`config.mk`:
```
export PLATFORM = sky130hd
export DESIGN_NAME = hazard_unit_mp_flat
export DESIGN_NICKNAME = d
export VERILOG_FILES = /design/src/rtl/hazard_pkg.sv /design/src/rtl/hazard_unit_mp_if.sv /design/src/rtl/fwd_pick.sv /design/src/rtl/hazard_unit_mp.sv /design/src/flat_wrapper.sv
export SDC_FILE = /design/constraint.sdc
export NUM_CORES = 1
export LEC_CHECK = 0
export CORE_ASPECT_RATIO = 0.8
export CORE_MARGIN = 4
export CORE_UTILIZATION = 65
export DETAILED_ROUTE_END_ITERATION = 10
export DONT_BUFFER_PORTS = 1
export PLACE_DENSITY = 0.81
export SYNTH_ARGS = -nofsm -noshare
export SYNTH_HDL_FRONTEND = slang
export SYNTH_SLANG_ARGS = --single-unit
```
`constraint.sdc`:
```
create_clock -name clk -period 2.1 [get_ports clk]
set_input_delay 0.21 -clock clk [delete_from_list [all_inputs] [get_ports clk]]
set_output_delay 0.21 -clock clk [all_outputs]
set_load 0.1 [all_outputs]
```
`src/rtl/hazard_pkg.sv`:
```
// Shared constants and helpers for the multi-port hazard unit: forward-select
// codes, default never-forwarded register index and select-width derivation.
package hazard_pkg;

    localparam int PC_REG_DEFAULT = 15;
    localparam int FWD_RF         = 0;

    function automatic int fwd_m(input int p);
        return 2 * p + 1;
    endfunction

    function automatic int fwd_w(input int p);
        return 2 * p + 2;
    endfunction

    // Smallest select width able to encode the register file plus every M/W port.
    function automatic int fsw_min(input int nwp);
        return $clog2(2 * nwp + 1);
    endfunction

endpackage

```
`src/rtl/hazard_unit_mp_if.sv`:
```
// Pipeline-to-hazard-unit signal bundle; master is the datapath, slave the hazard unit.
interface hazard_unit_mp_if
    import hazard_pkg::*;
#(
    parameter int NSRC  = 4,
    parameter int NWP   = 2,
    parameter int RW    = 4,
    parameter int CNT_W = 16,
    parameter int FSW   = fsw_min(NWP)
);
    logic [NSRC*RW-1:0]  RA_D;
    logic [NSRC-1:0]     UseD;
    logic [NWP*RW-1:0]   WA_D;
    logic [NWP-1:0]      WE_D;
    logic                McOpD;
    logic [NSRC*RW-1:0]  RA_E;
    logic [NSRC-1:0]     UseE;
    logic [NWP*RW-1:0]   WA_E;
    logic [NWP*RW-1:0]   WA_M;
    logic [NWP*RW-1:0]   WA_W;
    logic [NWP-1:0]      WE_E;
    logic [NWP-1:0]      WE_M;
    logic [NWP-1:0]      WE_W;
    logic                MemToRegE;
    logic                McStartE;
    logic [RW-1:0]       McDestE;
    logic                McDone;
    logic                PCSrcD;
    logic                PCSrcE;
    logic                PCSrcM;
    logic                PCSrcW;
    logic                BranchTakenE;
    logic [NSRC*FSW-1:0] FwdSel;
    logic                EnableF;
    logic                EnableD;
    logic                FlushD;
    logic                FlushE;
    logic                McBusy;
    logic                McErr;
    logic [CNT_W-1:0]    StallCount;

    modport master (
        output RA_D, UseD, WA_D, WE_D, McOpD, RA_E, UseE, WA_E, WA_M, WA_W,
               WE_E, WE_M, WE_W, MemToRegE, McStartE, McDestE, McDone,
               PCSrcD, PCSrcE, PCSrcM, PCSrcW, BranchTakenE,
        input  FwdSel, EnableF, EnableD, FlushD, FlushE, McBusy, McErr, StallCount
    );

    modport slave (
        input  RA_D, UseD, WA_D, WE_D, McOpD, RA_E, UseE, WA_E, WA_M, WA_W,
               WE_E, WE_M, WE_W, MemToRegE, McStartE, McDestE, McDone,
               PCSrcD, PCSrcE, PCSrcM, PCSrcW, BranchTakenE,
        output FwdSel, EnableF, EnableD, FlushD, FlushE, McBusy, McErr, StallCount
    );
endinterface

```
`src/rtl/fwd_pick.sv`:
```
// Forward-select for one Execute operand: compares against every M and W write
// port and picks the newest matching producer.
module fwd_pick
    import hazard_pkg::*;
#(
    parameter int NWP    = 2,
    parameter int RW     = 4,
    parameter int FSW    = fsw_min(NWP),
    parameter int PC_REG = PC_REG_DEFAULT
) (
    input  logic [RW-1:0]     ra,
    input  logic              use_src,
    input  logic [NWP*RW-1:0] wa_m,
    input  logic [NWP-1:0]    we_m,
    input  logic [NWP*RW-1:0] wa_w,
    input  logic [NWP-1:0]    we_w,
    output logic [FSW-1:0]    sel
);
    logic [NWP-1:0] hit_m_s;
    logic [NWP-1:0] hit_w_s;
    logic [FSW-1:0] pick_s;
    logic           found_s;

    // Per-port address comparators.
    always_comb begin
        hit_m_s = '0;
        hit_w_s = '0;
        for (int p = 0; p < NWP; p++) begin
            hit_m_s[p] = we_m[p] & (wa_m[p*RW +: RW] == ra);
            hit_w_s[p] = we_w[p] & (wa_w[p*RW +: RW] == ra);
        end
    end

    // Priority encoder: every M port outranks every W port, lower port first.
    always_comb begin
        pick_s  = FSW'(FWD_RF);
        found_s = 1'b0;
        for (int p = 0; p < NWP; p++) begin
            if (!found_s && hit_m_s[p]) begin
                pick_s  = FSW'(fwd_m(p));
                found_s = 1'b1;
            end else begin
                found_s = found_s;
            end
        end
        for (int p = 0; p < NWP; p++) begin
            if (!found_s && hit_w_s[p]) begin
                pick_s  = FSW'(fwd_w(p));
                found_s = 1'b1;
            end else begin
                found_s = found_s;
            end
        end
    end

    // The PC register is always read from the register file.
    always_comb begin
        if (!use_src || (ra == RW'(PC_REG))) begin
            sel = FSW'(FWD_RF);
        end else begin
            sel = pick_s;
        end
    end
endmodule

```
`src/rtl/hazard_unit_mp.sv`:
```
// Multi-port pipeline hazard unit: forwarding selects, load/multi-cycle stalls,
// PC-write flushes, one-entry multi-cycle scoreboard and stall-cycle counter.
module hazard_unit_mp
    import hazard_pkg::*;
#(
    parameter int NSRC   = 4,
    parameter int NWP    = 2,
    parameter int RW     = 4,
    parameter int PC_REG = PC_REG_DEFAULT,
    parameter int CNT_W  = 16,
    parameter int FSW    = fsw_min(NWP)
) (
    input  logic             clk,
    input  logic             reset,
    hazard_unit_mp_if.slave  hif
);
    logic [NSRC*FSW-1:0] fwd_s;
    logic                ld_stall_s;
    logic                mc_stall_s;
    logic                pc_pend_s;
    logic                mc_busy_r;
    logic [RW-1:0]       mc_dest_r;
    logic                mc_err_r;
    logic [CNT_W-1:0]    stall_cnt_r;

    for (genvar i = 0; i < NSRC; i++) begin : g_fwd
        fwd_pick #(.NWP(NWP), .RW(RW), .FSW(FSW), .PC_REG(PC_REG)) u_pick (
            .ra      (hif.RA_E[i*RW +: RW]),
            .use_src (hif.UseE[i]),
            .wa_m    (hif.WA_M),
            .we_m    (hif.WE_M),
            .wa_w    (hif.WA_W),
            .we_w    (hif.WE_W),
            .sel     (fwd_s[i*FSW +: FSW])
        );
    end

    // Load-use and multi-cycle (RAW, WAW, structural) stall detection.
    always_comb begin
        ld_stall_s = 1'b0;
        mc_stall_s = 1'b0;
        for (int i = 0; i < NSRC; i++) begin
            if (hif.UseD[i] && (hif.RA_D[i*RW +: RW] == hif.WA_E[RW-1:0])) begin
                ld_stall_s = hif.MemToRegE & hif.WE_E[0];
            end else begin
                ld_stall_s = ld_stall_s;
            end
            if (hif.UseD[i] && (hif.RA_D[i*RW +: RW] == mc_dest_r)) begin
                mc_stall_s = mc_busy_r;
            end else begin
                mc_stall_s = mc_stall_s;
            end
        end
        for (int p = 0; p < NWP; p++) begin
            if (hif.WE_D[p] && (hif.WA_D[p*RW +: RW] == mc_dest_r)) begin
                mc_stall_s = mc_busy_r;
            end else begin
                mc_stall_s = mc_stall_s;
            end
        end
        if (hif.McOpD) begin
            mc_stall_s = mc_busy_r;
        end else begin
            mc_stall_s = mc_stall_s;
        end
        pc_pend_s = hif.PCSrcD | hif.PCSrcE | hif.PCSrcM;
    end

    // Pipeline controls, forced quiet while reset is held low.
    always_comb begin
        if (!reset) begin
            hif.FwdSel  = '0;
            hif.EnableF = 1'b0;
            hif.EnableD = 1'b0;
            hif.FlushE  = 1'b0;
            hif.FlushD  = 1'b0;
        end else begin
            hif.FwdSel  = fwd_s;
            hif.EnableF = ~(ld_stall_s | mc_stall_s | pc_pend_s);
            hif.EnableD = ~(ld_stall_s | mc_stall_s);
            hif.FlushE  = ld_stall_s | mc_stall_s | hif.BranchTakenE;
            hif.FlushD  = pc_pend_s | hif.PCSrcW | hif.BranchTakenE;
        end
        hif.McBusy     = mc_busy_r;
        hif.McErr      = mc_err_r;
        hif.StallCount = stall_cnt_r;
    end

    // Scoreboard: a start alongside a done replaces the entry (done is for the old op).
    always_ff @(posedge clk or negedge reset) begin
        if (!reset) begin
            mc_busy_r <= 1'b0;
            mc_dest_r <= '0;
            mc_err_r  <= 1'b0;
        end else begin
            if (hif.McStartE && (!mc_busy_r || hif.McDone)) begin
                mc_busy_r <= 1'b1;
                mc_dest_r <= hif.McDestE;
            end else if (hif.McDone && !hif.McStartE) begin
                mc_busy_r <= 1'b0;
            end else begin
                mc_busy_r <= mc_busy_r;
            end
            if ((hif.McStartE && mc_busy_r && !hif.McDone) || (hif.McDone && !mc_busy_r)) begin
                mc_err_r <= 1'b1;
            end else begin
                mc_err_r <= mc_err_r;
            end
        end
    end

    // Saturating count of cycles in which decode is held.
    always_ff @(posedge clk or negedge reset) begin
        if (!reset) begin
            stall_cnt_r <= '0;
        end else if ((ld_stall_s || mc_stall_s) && (stall_cnt_r != {CNT_W{1'b1}})) begin
            stall_cnt_r <= stall_cnt_r + CNT_W'(1);
        end else begin
            stall_cnt_r <= stall_cnt_r;
        end
    end
endmodule

```
`src/flat_wrapper.sv`:
```
// flat-port wrapper written by rule: the top's interface ports become plain ports
module hazard_unit_mp_flat import hazard_pkg::*;
#(
    parameter int NSRC   = 4,
    parameter int NWP    = 2,
    parameter int RW     = 4,
    parameter int PC_REG = PC_REG_DEFAULT,
    parameter int CNT_W  = 16,
    parameter int FSW    = fsw_min(NWP)
)
  (clk, reset, hif_RA_D, hif_UseD, hif_WA_D, hif_WE_D, hif_McOpD, hif_RA_E, hif_UseE, hif_WA_E, hif_WA_M, hif_WA_W, hif_WE_E, hif_WE_M, hif_WE_W, hif_MemToRegE, hif_McStartE, hif_McDestE, hif_McDone, hif_PCSrcD, hif_PCSrcE, hif_PCSrcM, hif_PCSrcW, hif_BranchTakenE, hif_FwdSel, hif_EnableF, hif_EnableD, hif_FlushD, hif_FlushE, hif_McBusy, hif_McErr, hif_StallCount);
  hazard_unit_mp_if #(.NSRC(NSRC), .NWP(NWP), .RW(RW), .CNT_W(CNT_W), .FSW(FSW)) hif_i ();
  input  logic clk;
  input  logic reset;
  input wire logic [$bits(hif_i.RA_D)-1:0] hif_RA_D;
  input wire logic [$bits(hif_i.UseD)-1:0] hif_UseD;
  input wire logic [$bits(hif_i.WA_D)-1:0] hif_WA_D;
  input wire logic [$bits(hif_i.WE_D)-1:0] hif_WE_D;
  input wire logic [$bits(hif_i.McOpD)-1:0] hif_McOpD;
  input wire logic [$bits(hif_i.RA_E)-1:0] hif_RA_E;
  input wire logic [$bits(hif_i.UseE)-1:0] hif_UseE;
  input wire logic [$bits(hif_i.WA_E)-1:0] hif_WA_E;
  input wire logic [$bits(hif_i.WA_M)-1:0] hif_WA_M;
  input wire logic [$bits(hif_i.WA_W)-1:0] hif_WA_W;
  input wire logic [$bits(hif_i.WE_E)-1:0] hif_WE_E;
  input wire logic [$bits(hif_i.WE_M)-1:0] hif_WE_M;
  input wire logic [$bits(hif_i.WE_W)-1:0] hif_WE_W;
  input wire logic [$bits(hif_i.MemToRegE)-1:0] hif_MemToRegE;
  input wire logic [$bits(hif_i.McStartE)-1:0] hif_McStartE;
  input wire logic [$bits(hif_i.McDestE)-1:0] hif_McDestE;
  input wire logic [$bits(hif_i.McDone)-1:0] hif_McDone;
  input wire logic [$bits(hif_i.PCSrcD)-1:0] hif_PCSrcD;
  input wire logic [$bits(hif_i.PCSrcE)-1:0] hif_PCSrcE;
  input wire logic [$bits(hif_i.PCSrcM)-1:0] hif_PCSrcM;
  input wire logic [$bits(hif_i.PCSrcW)-1:0] hif_PCSrcW;
  input wire logic [$bits(hif_i.BranchTakenE)-1:0] hif_BranchTakenE;
  output wire logic [$bits(hif_i.FwdSel)-1:0] hif_FwdSel;
  output wire logic [$bits(hif_i.EnableF)-1:0] hif_EnableF;
  output wire logic [$bits(hif_i.EnableD)-1:0] hif_EnableD;
  output wire logic [$bits(hif_i.FlushD)-1:0] hif_FlushD;
  output wire logic [$bits(hif_i.FlushE)-1:0] hif_FlushE;
  output wire logic [$bits(hif_i.McBusy)-1:0] hif_McBusy;
  output wire logic [$bits(hif_i.McErr)-1:0] hif_McErr;
  output wire logic [$bits(hif_i.StallCount)-1:0] hif_StallCount;
  assign hif_i.RA_D = hif_RA_D;
  assign hif_i.UseD = hif_UseD;
  assign hif_i.WA_D = hif_WA_D;
  assign hif_i.WE_D = hif_WE_D;
  assign hif_i.McOpD = hif_McOpD;
  assign hif_i.RA_E = hif_RA_E;
  assign hif_i.UseE = hif_UseE;
  assign hif_i.WA_E = hif_WA_E;
  assign hif_i.WA_M = hif_WA_M;
  assign hif_i.WA_W = hif_WA_W;
  assign hif_i.WE_E = hif_WE_E;
  assign hif_i.WE_M = hif_WE_M;
  assign hif_i.WE_W = hif_WE_W;
  assign hif_i.MemToRegE = hif_MemToRegE;
  assign hif_i.McStartE = hif_McStartE;
  assign hif_i.McDestE = hif_McDestE;
  assign hif_i.McDone = hif_McDone;
  assign hif_i.PCSrcD = hif_PCSrcD;
  assign hif_i.PCSrcE = hif_PCSrcE;
  assign hif_i.PCSrcM = hif_PCSrcM;
  assign hif_i.PCSrcW = hif_PCSrcW;
  assign hif_i.BranchTakenE = hif_BranchTakenE;
  assign hif_FwdSel = hif_i.FwdSel;
  assign hif_EnableF = hif_i.EnableF;
  assign hif_EnableD = hif_i.EnableD;
  assign hif_FlushD = hif_i.FlushD;
  assign hif_FlushE = hif_i.FlushE;
  assign hif_McBusy = hif_i.McBusy;
  assign hif_McErr = hif_i.McErr;
  assign hif_StallCount = hif_i.StallCount;
  hazard_unit_mp #(.NSRC(NSRC), .NWP(NWP), .RW(RW), .PC_REG(PC_REG), .CNT_W(CNT_W), .FSW(FSW)) u_core (.clk(clk), .reset(reset), .hif(hif_i));
endmodule
```
==> results.ini <==
[run_status]
status=complete, but fails checks
violations=negative setup slack

[route]
drc=0
drt-vias-per-instance=6.11
drt-total-wl_um=7910
drtIter0Drc=101
vias=2335
wire_per_inst_um=20.7
drt-met1-wl_um=3070
final_antenna_net_count=0
top_layer_used=met4
route.met3.wl_um=909
met2_length_um=3840
drt_pass1_iterations=4

[floorplan]
io_pins=129
start_util_pct=67.9
die_y_um=64.6
dieWidth_um=78.7
core_um2=3830
dieArea_um2=5080
rows=20

[finish]
n_fill_cell=225
antenna_cells=0
fin_cells=382
area_growth_pct=26.2
final_nets=424
drive_gt1_share_pct=33.3

[synth]
synth_edf_count=0
async_reset_ff_share_pct=100
synth_area_per_cell_um2=8.70
yosysWarnings=0
synthCells=299
yosysSeqAreaShare_pct=21.2
syn_nets=395
ys_seq_elements=22
synth_ff_type=dfrtp_1
ys_types=41
syn_area_um2=2600

[placed_design]
place.gp.congestion=0.959
dpl.hpwl_um=6330
post-place-ws_ps=-99.5
dp_cells=373
port-buffer-count=0

[cts]
cts_root_buf=clkbuf_8
clk-insertion-delay-late_ps=260
htreeDepth=1
cts_tree=done
clk_pin_slew_ps=80
clk_path_buf_depth=2
cts_buffers=3
cts.sinks=22

[timing]
maxSlewViolCount=0
fin_crit_sh_pct=110
slew_headroom_pct=32.5
worst_pin_slew_ps=1020
finalCriticalPeriod_ps=2310
finalSetupViolations=18
skew_ps=1.94
rsz0062_at_grt=yes
clock.fmax_ghz=0.432
hold_viol=0
setup_ws_ps=-214

[pwr]
power_leakage_nw=1.26
power.density_nw_per_um2=648
ir_drop_v=0.000976

[critical_path]
start_kind=flop
worstSetupPathType=flop to primary output
cp.arrival_ps=2100
required_ps=1890
endpoint_kind=primary output
path_max_fanout=7

[flow_run]
maxCapViolations=0

[hold_path]
hold_path_class=input port to flop

[global_routing]
grt_max_degree=23
first_global_vias=2517
grt_util_all_layers_pct=31.3
grt_remaining_overflow=0
grt_antenna_before_repair=0
grt_pass1_wl_um=12500

where the power goes:
part / total [mW] / internal (mW) / switching, mW
combinational: 1.21 / 0.403 / 0.812
sequential: 0.611 / 0.517 / 0.0930
clock: 0.302 / 0.167 / 0.135
total: 2.13 / 1.09 / 1.04
final cells by class:
cell class | instances | area (um2) | share of cell area [%]
clock buffers | 4 | 55.1 | 1.68
inverters | 5 | 18.8 | 0.572
multi-input cells | 247 | 2080 | 63.4
flip-flops and latches | 22 | 589 | 18.0
well taps | 55 | 68.8 | 2.10
repair buffers | 49 | 468 | 14.3
sequential cells by signal, indices dropped and copies added (netlist names):
| signal | flops |
|---|---|
| u_core.mc_dest_r | 4 |
| u_core.hif.McErr | 1 |
| u_core.hif.McBusy | 1 |
| u_core.hif.StallCount | 16 |
cells by family (layout without fill, tap and decap cells):
group,count (synthesis),count (layout),synth area share (%)
fa+ha+maj,1,1,0.481
buf+inv,30,58,5.72
mux,5,5,2.31
flops,22,22,21.2
simple gates,94,94,19.7
compound gates,31,31,11.3
xor+xnor,116,116,39.3
synthesized netlist by cell type (2+ instances only):
cell / count / area share [%]
a31oi_1: 7 / 1.7
and2_1: 2 / 0.48
and3_1: 7 / 1.7
and4_1: 2 / 0.67
buf_2: 2 / 0.38
buf_4: 2 / 0.58
buf_6: 2 / 0.87
clkbuf_1: 18 / 2.6
dfrtp_1: 22 / 21
inv_1: 5 / 0.72
mux2_2: 4 / 1.7
nand2_1: 14 / 2.0
nand2b_1: 2 / 0.48
nand3_1: 14 / 2.7
nand4_1: 5 / 1.2
nor2_1: 10 / 1.4
nor2b_1: 2 / 0.48
nor3_1: 19 / 3.7
nor4_1: 11 / 2.6
nor4b_1: 3 / 1.0
o2111ai_1: 3 / 1.0
o211ai_1: 2 / 0.58
o211ai_2: 8 / 3.8
o21ai_0: 2 / 0.38
o21ai_2: 2 / 0.67
xnor2_1: 40 / 13
xor2_1: 75 / 25
worst max-delay path: stages, from the launching register on:
cell	delay, ps
dfrtp_2	490
xor2_1	220
nor3_1	70
a31oi_1	260
a41oi_4	200
nor3b_4	240
nor2b_4	190
buf_12	180
through the flow:
step           util (%)  TNS, ps  hold slack, ps  power [mW]  cell area, um2
6_report           85.7    -1840            70.4        2.13            3280
5_1_grt            85.7    -3820            70.7        2.22            3280
4_1_cts            84.9     -700            56.2        2.10            3250
3_5_place_dp       82.3     -621           -85.2        1.77            3150
3_3_place_gp       82.3     -218           -85.0        1.73            3150
2_1_floorplan         -    -1790           -85.6        1.61            2820
routing by layer:
| metal | vias to the layer above | GRT usage, % |
|---|---|---|
| met5 | - | 0 |
| met4 | 0 | 4.59 |
| met3 | 11 | 8.19 |
| met2 | 134 | 53.7 |
| met1 | 1103 | 40.5 |
| li1 | 1087 | - |
final timing paths:
kind	startpoint	endpoint	slack, ps	cells past startpoint
setup reg to reg	u_core.mc_dest_r[0]	u_core.hif.StallCount[1]	-180	9
hold reg to reg	u_core.hif.StallCount[3]	u_core.hif.StallCount[3]	520	1
max in group asynchronous	reset	u_core.hif.StallCount[0]	840	1
hold / removal	hif_McStartE	u_core.hif.McBusy	70	2
setup / recovery	u_core.mc_dest_r[2]	hif_EnableF	-210	7
min in group asynchronous	reset	u_core.hif.StallCount[5]	560	1
layout by cell type, fill, tap and decap left out, types with 7 or more instances in the layout:
cell	synthesis	routed
xor2_1	75	74
xnor2_1	40	40
buf_4	2	37
nor3_1	19	15
nand2_1	14	14
nand3_1	14	14
dfrtp_2	0	13
nor4_1	11	8
o211ai_2	8	8
a31oi_1	7	7
and3_1	7	7
timing repair:
| action | in CTS | in global routing |
|---|---|---|
| setup buffers | 2 | 2 |
| resized for setup | 8 | 3 |
| hold endpoints to repair | 22 | 0 |
| pin swaps | 9 | 5 |
| endpoints found under the setup margin | 14 | 18 |
| hold buffers | 1 | 0 |
Power figures use the tool's default switching activity.
==> patch (config.mk and constraints unchanged) <==
`CNT_W` is set to 16 in 3 places; all go to 32.
--- a/src/rtl/hazard_unit_mp_if.sv
+++ b/src/rtl/hazard_unit_mp_if.sv
@@ -5,7 +5,7 @@
     parameter int NSRC  = 4,
     parameter int NWP   = 2,
     parameter int RW    = 4,
-    parameter int CNT_W = 16,
+    parameter int CNT_W = 32,
     parameter int FSW   = fsw_min(NWP)
 );
     logic [NSRC*RW-1:0]  RA_D;
--- a/src/rtl/hazard_unit_mp.sv
+++ b/src/rtl/hazard_unit_mp.sv
@@ -7,7 +7,7 @@
     parameter int NWP    = 2,
     parameter int RW     = 4,
     parameter int PC_REG = PC_REG_DEFAULT,
-    parameter int CNT_W  = 16,
+    parameter int CNT_W  = 32,
     parameter int FSW    = fsw_min(NWP)
 ) (
     input  logic             clk,
--- a/src/flat_wrapper.sv
+++ b/src/flat_wrapper.sv
@@ -5,7 +5,7 @@
     parameter int NWP    = 2,
     parameter int RW     = 4,
     parameter int PC_REG = PC_REG_DEFAULT,
-    parameter int CNT_W  = 16,
+    parameter int CNT_W  = 32,
     parameter int FSW    = fsw_min(NWP)
 )
   (clk, reset, hif_RA_D, hif_UseD, hif_WA_D, hif_WE_D, hif_McOpD, hif_RA_E, hif_UseE, hif_WA_E, hif_WA_M, hif_WA_W, hif_WE_E, hif_WE_M, hif_WE_W, hif_MemToRegE, hif_McStartE, hif_McDestE, hif_McDone, hif_PCSrcD, hif_PCSrcE, hif_PCSrcM, hif_PCSrcW, hif_BranchTakenE, hif_FwdSel, hif_EnableF, hif_EnableD, hif_FlushD, hif_FlushE, hif_McBusy, hif_McErr, hif_StallCount);
Interface: changed (resized hif_StallCount); port bits go from 129 to 145. The function was not compared with the original's and may differ.
==> patch against the unedited design <==
The flow now stops in clock tree synthesis; area after synthesis increased by 25%.
==> patch: results (changes against the unedited design) <==
status=did not finish; Max H-tree Level=2 (+1); Halt Stage=clock tree synthesis; initial core utilization=68.9% (+0.98 points); RePlAce Congestion=0.946 (-1.3%); top cells by area, synth=dfrtp_1 (29%), xor2_1 (28%), xnor2_1 (8.1%), nor4_1 (4.6%), nor3_1 (4.5%); root buf cell=clkbuf_8; Seq cells post-synth=38 (+73%); placed cells=483 (+29%); Synth top cells by count=xor2_1 (102), dfrtp_1 (38), nand2_1 (38); Syn. warnings=0 (unchanged); Main synth FF type=dfrtp_1; cts repair resizes=37 (+29); port bufs=0 (unchanged); dpl cell area=4290 um2 (+36%); CTS Buf Count=5 (+2); hold buffer count at cts=2 (+1); Async SR Flop Fraction=100% (unchanged); Final HPWL DP=8310 um (+31%); Bufs on Longest Clock Path=2 (unchanged); Log Error=[ERROR DPL-0038] Utilization greater than 100%, impossible to legalize; syn_nets=474 (+20%); syn avg cell area=8.58 um2 (-1.3%); Yosys cell types=38 (-7.3%); register area share after synthesis=29.3% (+8.1 points); setup bufs post-CTS=20 (+18)
==> patch: changes by cell type after synthesis, sizes merged, moves of 3 or more <==
cell	before	now
o2111ai	3	0
nor3	19	29
nand4	5	9
o211ai	10	0
inv	5	10
xnor2	40	30
xor2	76	102
nor4	11	25
nand2	14	38
and3	7	4
dfrtp	22	38
nor2	10	18
==> patch: through the flow <==
step | hold WS [ns] | setup TNS [ns] | worst slack [ns]
global placement | -0.0841 | -6.13 | -0.221
floorplan | -0.0856 | -12.55 | -0.635
detailed placement | -0.0842 | -10.43 | -0.379
==> patch: logic make-up after synthesis <==
| logic type | Yosys count | share of synthesized area [%] |
|---|---|---|
| flip-flops | 38 | 29.3 |
| adder cells (fa/ha/maj) | 1 | 0.386 |
| XOR/XNOR | 132 | 35.6 |
| multiplexers | 5 | 1.74 |
| buffers and inverters | 36 | 5.40 |
| AND/OR/NAND/NOR | 150 | 24.1 |
| AO/OA/AOI/OAI | 16 | 3.39 |
